`src/rtl/bcd_digit_packer.sv`:
```
// rtl/bcd_digit_packer.sv - collects two BCD digits MSD-first and presents a range-checked packed BCD word
module bcd_digit_packer #(
    parameter int MAX_VALUE = 63,
    parameter int ERR_CNT_W = 8
) (
    input  logic                 clk,
    input  logic                 rst,
    input  logic [3:0]           digit_in,
    input  logic                 digit_valid,
    output logic                 digit_ready,
    input  logic                 enter,
    input  logic                 clear,
    output logic [7:0]           bcd_out,
    output logic                 bcd_valid,
    input  logic                 bcd_ready,
    output logic                 err,
    output logic [ERR_CNT_W-1:0] err_count
);

    typedef enum logic [1:0] {
        EMPTY    = 2'd0,
        HAVE_ONE = 2'd1,
        OUT      = 2'd2
    } state_t;

    localparam logic [6:0] MAX_V = 7'(MAX_VALUE);

    state_t     state, state_n;
    logic [3:0] tens, tens_n;
    logic [7:0] bcd_out_n;
    logic       err_n;
    logic       accept;
    logic       digit_ok;
    logic [6:0] value;

    assign digit_ready = (state != OUT);
    assign bcd_valid   = (state == OUT);
    assign accept      = digit_valid && digit_ready;
    assign digit_ok    = (digit_in <= 4'd9);
    assign value       = 7'(tens) * 7'd10 + 7'(digit_in);

    always_comb begin
        state_n   = state;
        tens_n    = tens;
        bcd_out_n = bcd_out;
        err_n     = 1'b0;
        if (clear) begin
            state_n = EMPTY;
            tens_n  = 4'h0;
        end else begin
            case (state)
                EMPTY: begin
                    if (accept) begin
                        if (!digit_ok) begin
                            err_n = 1'b1;
                        end else begin
                            tens_n  = digit_in;
                            state_n = HAVE_ONE;
                        end
                    end
                end
                HAVE_ONE: begin
                    // An accepted digit, even a rejected one, takes precedence over enter.
                    if (accept) begin
                        if (!digit_ok) begin
                            err_n = 1'b1;
                        end else if (value <= MAX_V) begin
                            bcd_out_n = {tens, digit_in};
                            state_n   = OUT;
                        end else begin
                            err_n   = 1'b1;
                            tens_n  = 4'h0;
                            state_n = EMPTY;
                        end
                    end else if (enter) begin
                        if (7'(tens) <= MAX_V) begin
                            bcd_out_n = {4'h0, tens};
                            state_n   = OUT;
                        end else begin
                            err_n   = 1'b1;
                            tens_n  = 4'h0;
                            state_n = EMPTY;
                        end
                    end
                end
                OUT: begin
                    if (bcd_ready) begin
                        tens_n  = 4'h0;
                        state_n = EMPTY;
                    end
                end
                default: begin
                    state_n = EMPTY;
                    tens_n  = 4'h0;
                end
            endcase
        end
    end

    always_ff @(posedge clk) begin
        if (rst) begin
            state     <= EMPTY;
            tens      <= 4'h0;
            bcd_out   <= 8'h00;
            err       <= 1'b0;
            err_count <= '0;
        end else begin
            state   <= state_n;
            tens    <= tens_n;
            bcd_out <= bcd_out_n;
            err     <= err_n;
            if (err_n && (err_count != {ERR_CNT_W{1'b1}})) begin
                err_count <= err_count + 1'b1;
            end
        end
    end

endmodule

```
`config.mk`:
```
export PLATFORM = sky130hd
export DESIGN_NAME = bcd_digit_packer
export DESIGN_NICKNAME = d
export VERILOG_FILES = /design/src/rtl/bcd_digit_packer.sv
export SDC_FILE = /design/constraint.sdc
export NUM_CORES = 1
export LEC_CHECK = 0
export CAP_MARGIN = 20
export CORE_MARGIN = 2
export CORE_UTILIZATION = 35
export CTS_CLUSTER_DIAMETER = 100
export DETAILED_ROUTE_END_ITERATION = 12
export GPL_ROUTABILITY_DRIVEN = 0
export HOLD_SLACK_MARGIN = 0.15
export SYNTH_ARGS = -nofsm -noshare
export SYNTH_HDL_FRONTEND = slang
export SYNTH_SLANG_ARGS = --single-unit
```
`constraint.sdc`:
```
create_clock -name clk -period 7.95 [get_ports clk]
set_input_delay 1.59 -clock clk [delete_from_list [all_inputs] [get_ports clk]]
set_output_delay 1.59 -clock clk [all_outputs]
set_load 0.01 [all_outputs]
```
Yosys cells after proc, flatten, opt, wreduce, memory -nomap -nowiden

Cells that the tools add are included.

Add/subtract/negate cells: 2
Multipliers: 1
$lt $le $gt $ge: 2
Equality and inequality tests: 14
Multiplexer cells: 26
Bitwise gates (word level): 1
Reduce and logical (&&, ||, !) cells: 8

Operators by type and width:

| kind                                                            | count |
|---|---|
| two-way mux 8 bit                                               | 4 |
| two-way mux 4 bit                                               | 6 |
| two-way mux 2 bit                                               | 7 |
| inequality test 2 bit (second input constant)                   | 6 |
| case mux 4 bit (3 select lines)                                 | 1 |
| AND reduction 5 bit                                             | 2 |
| adder 8 x 1 -> 8 bit (second input constant)                    | 1 |
| inequality test 8 bit (second input constant)                   | 1 |
| adder 7 x 4 -> 7 bit                                            | 1 |
| less-or-equal comparator 7 x 6 -> 1 bit (second input constant) | 1 |
| multiplier 4 x 3 -> 6 bit (second input constant)               | 1 |
| two-way mux 1 bit                                               | 6 |
| inequality test 2 x 1 -> 1 bit (second input constant)          | 3 |
| inequality test 3 bit (second input constant)                   | 2 |
| case mux 2 bit (3 select lines)                                 | 1 |
| AND reduction 6 bit                                             | 1 |
| less-or-equal comparator 4 bit (second input constant)          | 1 |
| == test 2 x 1 -> 1 bit (second input constant)                  | 1 |
| == test 2 bit (second input constant)                           | 1 |
| logical AND 1 bit                                               | 2 |
| zero test 2 bit                                                 | 1 |
| case mux 1 bit (2 select lines)                                 | 1 |
| nonzero test 2 bit                                              | 1 |
| OR reduction 2 bit                                              | 1 |
| NOT 1 bit                                                       | 1 |

Register bits: 23
Output and inout port bits: 19

Depth between registers and ports, before layout

Word-level depth: 9
Gate-level depth with buffers: 10
Mapped depth without buffers: 9

Worst setup path before layout

Ideal clock, no wire load.

Path kind: input to register
Start: input digit_in[2]
End: register err_count[6]
Library setup time: 0.116 ns
Data arrival time: 3.197 ns
Required time: 7.834 ns
Slack: 4.636 ns
Stages: 6
Buffers on the path: 0
Cell sequence: ha_1 > a211o_1 > a311oi_2 > a211oi_4 > or4_1 > o211a_1

Cells in the longest elaborated chain, start to end: 8
Elaborated cells on any way between the ends: 11
Classes of those cells: add/sub: 1; order compare: 2; mux: 7; reduce/logical: 1

Ends and longest elaborated chain:

| what                                    | line | source |
|---|---|---|
| from (decl)                             | 8    | `input logic [3:0] digit_in,` |
| adder 7 x 4 -> 7 bit                    | 40   | `assign value = 7'(tens) * 7'd10 + 7'(digit_in);` |
| less-or-equal comparator 7 x 6 -> 1 bit | 67   | `end else if (value <= MAX_V) begin` |
| two-way mux 1 bit                       | 67   |  |
| two-way mux 1 bit                       | 65   | `if (!digit_ok) begin` |
| two-way mux 1 bit                       | 64   | `if (accept) begin` |
| case mux 1 bit (2 select lines) (*)     | 51   | `case (state)` |
| two-way mux 1 bit (*)                   | 47   | `if (clear) begin` |
| logical AND 1 bit (*)                   | 112  | `if (err_n && (err_count != {ERR_CNT_W{1'b1}})) begin` |
| to (signal assigned)                    | 113  | `err_count <= err_count + 1'b1;` |
| to (decl)                               | 17   | `output logic [ERR_CNT_W-1:0] err_count` |

Every way passes the cells marked *; elsewhere a longest branch is shown, timed or not.
A chain may end at the register's enable or synchronous reset.

Final worst setup path

Start: input digit_in[2]
End: register bcd_out[2]

Cells in the longest elaborated chain, start to end: 4
Elaborated cells on any way between the ends: 9
Classes of those cells: add/sub: 1; order compare: 2; eq/ne: 2; mux: 3; reduce/logical: 1

Ends and longest elaborated chain:

| what                                     | line | source |
|---|---|---|
| adder 7 x 4 -> 7 bit                     | 40   |  |
| less-or-equal comparator 7 x 6 -> 1 bit  | 67   |  |
| inequality test 2 x 1 -> 1 bit (no line) | --   |  |
| AND reduction 5 bit (no line)            | --   |  |
| to (signal assigned)                     | 110  | `bcd_out <= bcd_out_n;` |
| to (decl)                                | 13   | `output logic [7:0] bcd_out,` |

Parallel ways exist; a longest one is shown, timed or not. The select of a mux whose other input is x is not followed.

==> impl_metrics.yaml <==
outcome:
  outcome: "complete, no violations"
detailed_routing:
  route.detailed.drc: 0
  ant_nets: 0
  drt-pass1-iter-count: 4
  num_vias: 1283
  wl_um: 3270
  drtIter0Drc: 50
  wl_per_cell_um: 13.9
  via_per_inst: 5.46
synthesis:
  synth.net_count: 179
  synthFlopType: "dfxtp_1"
  synth_edf_count: 0
  yosysSeqAreaShare_pct: 33.4
  async_reset_ff_share_pct: 0
  syn_inst: 161
  yosysWarningCount: 0
  synth.distinct_cells: 43
  synth_area_mm2: 0.00138
  synth.avg_cell_area_um2: 8.56
  synth_seq_cells: 23
placement:
  portBuffers: 28
  placed_area_mm2: 0.00169
  dp_hpwl_um: 2510
  pre_cts_ws_ns: 3.72
floorplan:
  initial_core_util_pct: 37.1
  core_area_mm2: 0.00372
  die_y_um: 66.8
  dieArea_mm2: 0.00446
  num_rows: 22
  io-pin-count: 29
  die_x_um: 66.8
timing:
  setup_slack_ns: 3.99
  hold_slack_ns: 0.483
  max_freq_mhz: 252
  setup_viol: 0
  rsz0062_at_grt: "false"
  worst-slew-pin-transition_ns: 1.04
  final.setup_skew_ns: 0.00201
  fin_crit_sh_pct: 49.9
  tns_ns: 0
  drv_slew: 0
  finalHoldViolCount: 0
  period_minus_slack_ns: 3.96
  relSlewSlack_pct: 29.9
critical_path:
  critPathLaunchType: "input pin"
  cp-end-kind: "register"
  crit_fanout: 14
  regToRegSetupSlack_ns: 4.79
  cp_data_arrival_time_ns: 4.13
  critPathCapture: "bcd_out[2]"
  crit_required_ns: 8.11
  reg2reg_depth: 9
  crit_start: "digit_in[2]"
  crit_type: "in2reg"
  regToRegStartpoint: "tens[3]"
  r2r_end: "bcd_out[2]"
cts:
  cts-root-buf: "clkbuf_8"
  cts_buffers: 3
  clockBufferDepth: 2
  clk_pin_slew_ns: 0.08
  cts_setup_buffers: 0
  cts_max_level: 1
  numClockSinks: 23
  ctsHoldBuffers: 0
  cts_resized: 0
  clkLatencyLatePin_ns: 0.26
  cts_tree: "yes"
flow_run:
  timing.max_cap.violations: 0
power_and_ir_drop:
  switching_share_pct: 25.4
  power_density_mw_per_mm2: 128
  p_int_uw: 166
  ir_drop_mv: 0.0843
  power.share.sequential_pct: 53.3
  p_clk_share_pct: 32.4
  p_leak_nw: 0.644
  p_comb_share_pct: 14.2
  p_switching_uw: 56.5
grt:
  grt_use_total_pct: 16.6
  grt_max_degree: 21
  grt_pass1_vias: 1226
  overflow: 0
  grt_pass1_wl_um: 5620
  antenna_found_initial: 0
layout:
  area_growth_pct: 26.0
  fill_cells: 368
  final_nets: 206
  drive_gt1_share_pct: 7.49
  final_cell_area_mm2: 0.00174
  n_antenna_cell: 0
worst_hold_path:
  hp-class: "reg2reg"
[metal layers]
metal  track usage, %  routed length [um]  vias up
met3             3.72                 150        4
met1             20.6                1520      598
met2             29.0                1570       35
li1                 -                   -      646
met5                0                   0        -
met4             3.83                  28        0
[cell type report]
| cell class | count | area (um2) | share of cell area [%] |
|---|---|---|---|
| multi-input cells | 124 | 862 | 49.6 |
| flip-flops and latches | 23 | 460 | 26.5 |
| repair buffers | 28 | 280 | 16.1 |
| well taps | 48 | 60.1 | 3.46 |
| clock buffers | 4 | 45.0 | 2.59 |
| inverters | 8 | 30.0 | 1.73 |
[through the flow]
stage | utilization [%] | instances | total power, mW
detailed placement | 45.6 | 231 | 0.153
finish | 46.8 | 235 | 0.222
floorplan | - | 161 | 0.140
CTS | 46.8 | 235 | 0.226
global placement | 45.6 | 231 | 0.152
global route | 46.8 | 235 | 0.233
[cells by family (layout without fill, tap and decap cells)]
family          after synthesis  in the layout  share of synthesized area, %
xor+xnor                      2              2                          1.27
flops                        23             23                          33.4
simple gates                 60             60                          22.8
buf+inv                      14             40                          4.08
compound gates               44             44                          23.0
fa+ha+maj                     8              8                          7.80
mux                          10             10                          7.71
[critical path, stage by stage]
cell	delay [ns]
clkdlybuf4s50_1	0.48
ha_1	0.34
a211oi_1	0.28
o31ai_1	0.13
a41oi_1	0.88
a21oi_1	0.14
a311oi_1	0.30
[sequential cells by signal, summed over array words and instances, names as in the netlist]
signal and cells:
bcd_out 8, err_count 8, tens 4, state 2, err 1
[cell usage after synthesis (2+ instances only)]
cell	instances	share of area (%)
dfxtp_1	23	33
nor2_1	15	4.1
a21oi_1	13	4.7
nand2_1	11	3.0
o21ai_0	11	4.0
inv_1	8	2.2
ha_1	7	6.4
nor2b_1	6	2.7
mux2i_1	5	3.6
a311oi_1	4	2.5
and3_1	4	1.8
mux2_2	4	3.3
nand2b_1	4	1.8
nand4_1	4	1.8
nor3_1	4	1.5
buf_2	3	1.1
or4_1	3	1.6
a311oi_2	2	2.2
a41oi_1	2	1.3
clkbuf_1	2	0.54
nand3_1	2	0.73
o31ai_1	2	1.1
or2_2	2	0.91
[power by group through the flow]
stage	Combinational [mW]	Clock [mW]	Sequential [mW]
2_1_floorplan	0.0191	0	0.121
3_3_place_gp	0.0308	0	0.121
3_5_place_dp	0.0315	0	0.121
4_1_cts	0.0316	0.0754	0.119
5_1_grt	0.0351	0.0791	0.119
6_report	0.0316	0.0722	0.119
[worst min path at each step]
stage / from / slack (ns) / cells after the start / to
after floorplan: tens[2] / 0.48 / 2 / tens[2]
after global placement: bcd_out[7] / 0.47 / 2 / bcd_out[7]
after detailed placement: bcd_out[7] / 0.47 / 2 / bcd_out[7]
after CTS: bcd_out[7] / 0.49 / 2 / bcd_out[7]
after global routing: bcd_out[5] / 0.51 / 2 / bcd_out[5]
final: bcd_out[5] / 0.48 / 2 / bcd_out[5]
[layout by cell type, fill, tap and decap left out, drive strengths merged, types with 2 or more instances in the layout]
cell           synthesis  layout
clkdlybuf4s50          0      28
dfxtp                 23      23
nor2                  15      15
a21oi                 13      13
nand2                 11      11
o21ai                 11      11
inv                    8       8
ha                     7       7
nor2b                  6       6
a311oi                 6       6
mux2i                  5       5
mux2                   5       5
nand2b                 4       4
nor3                   4       4
nand4                  4       4
and3                   4       4
clkbuf                 2       4
or4                    3       3
o31ai                  2       2
or2                    2       2
a41oi                  2       2
nand3                  2       2
a211oi                 2       2
Power figures use the tool's default switching activity.
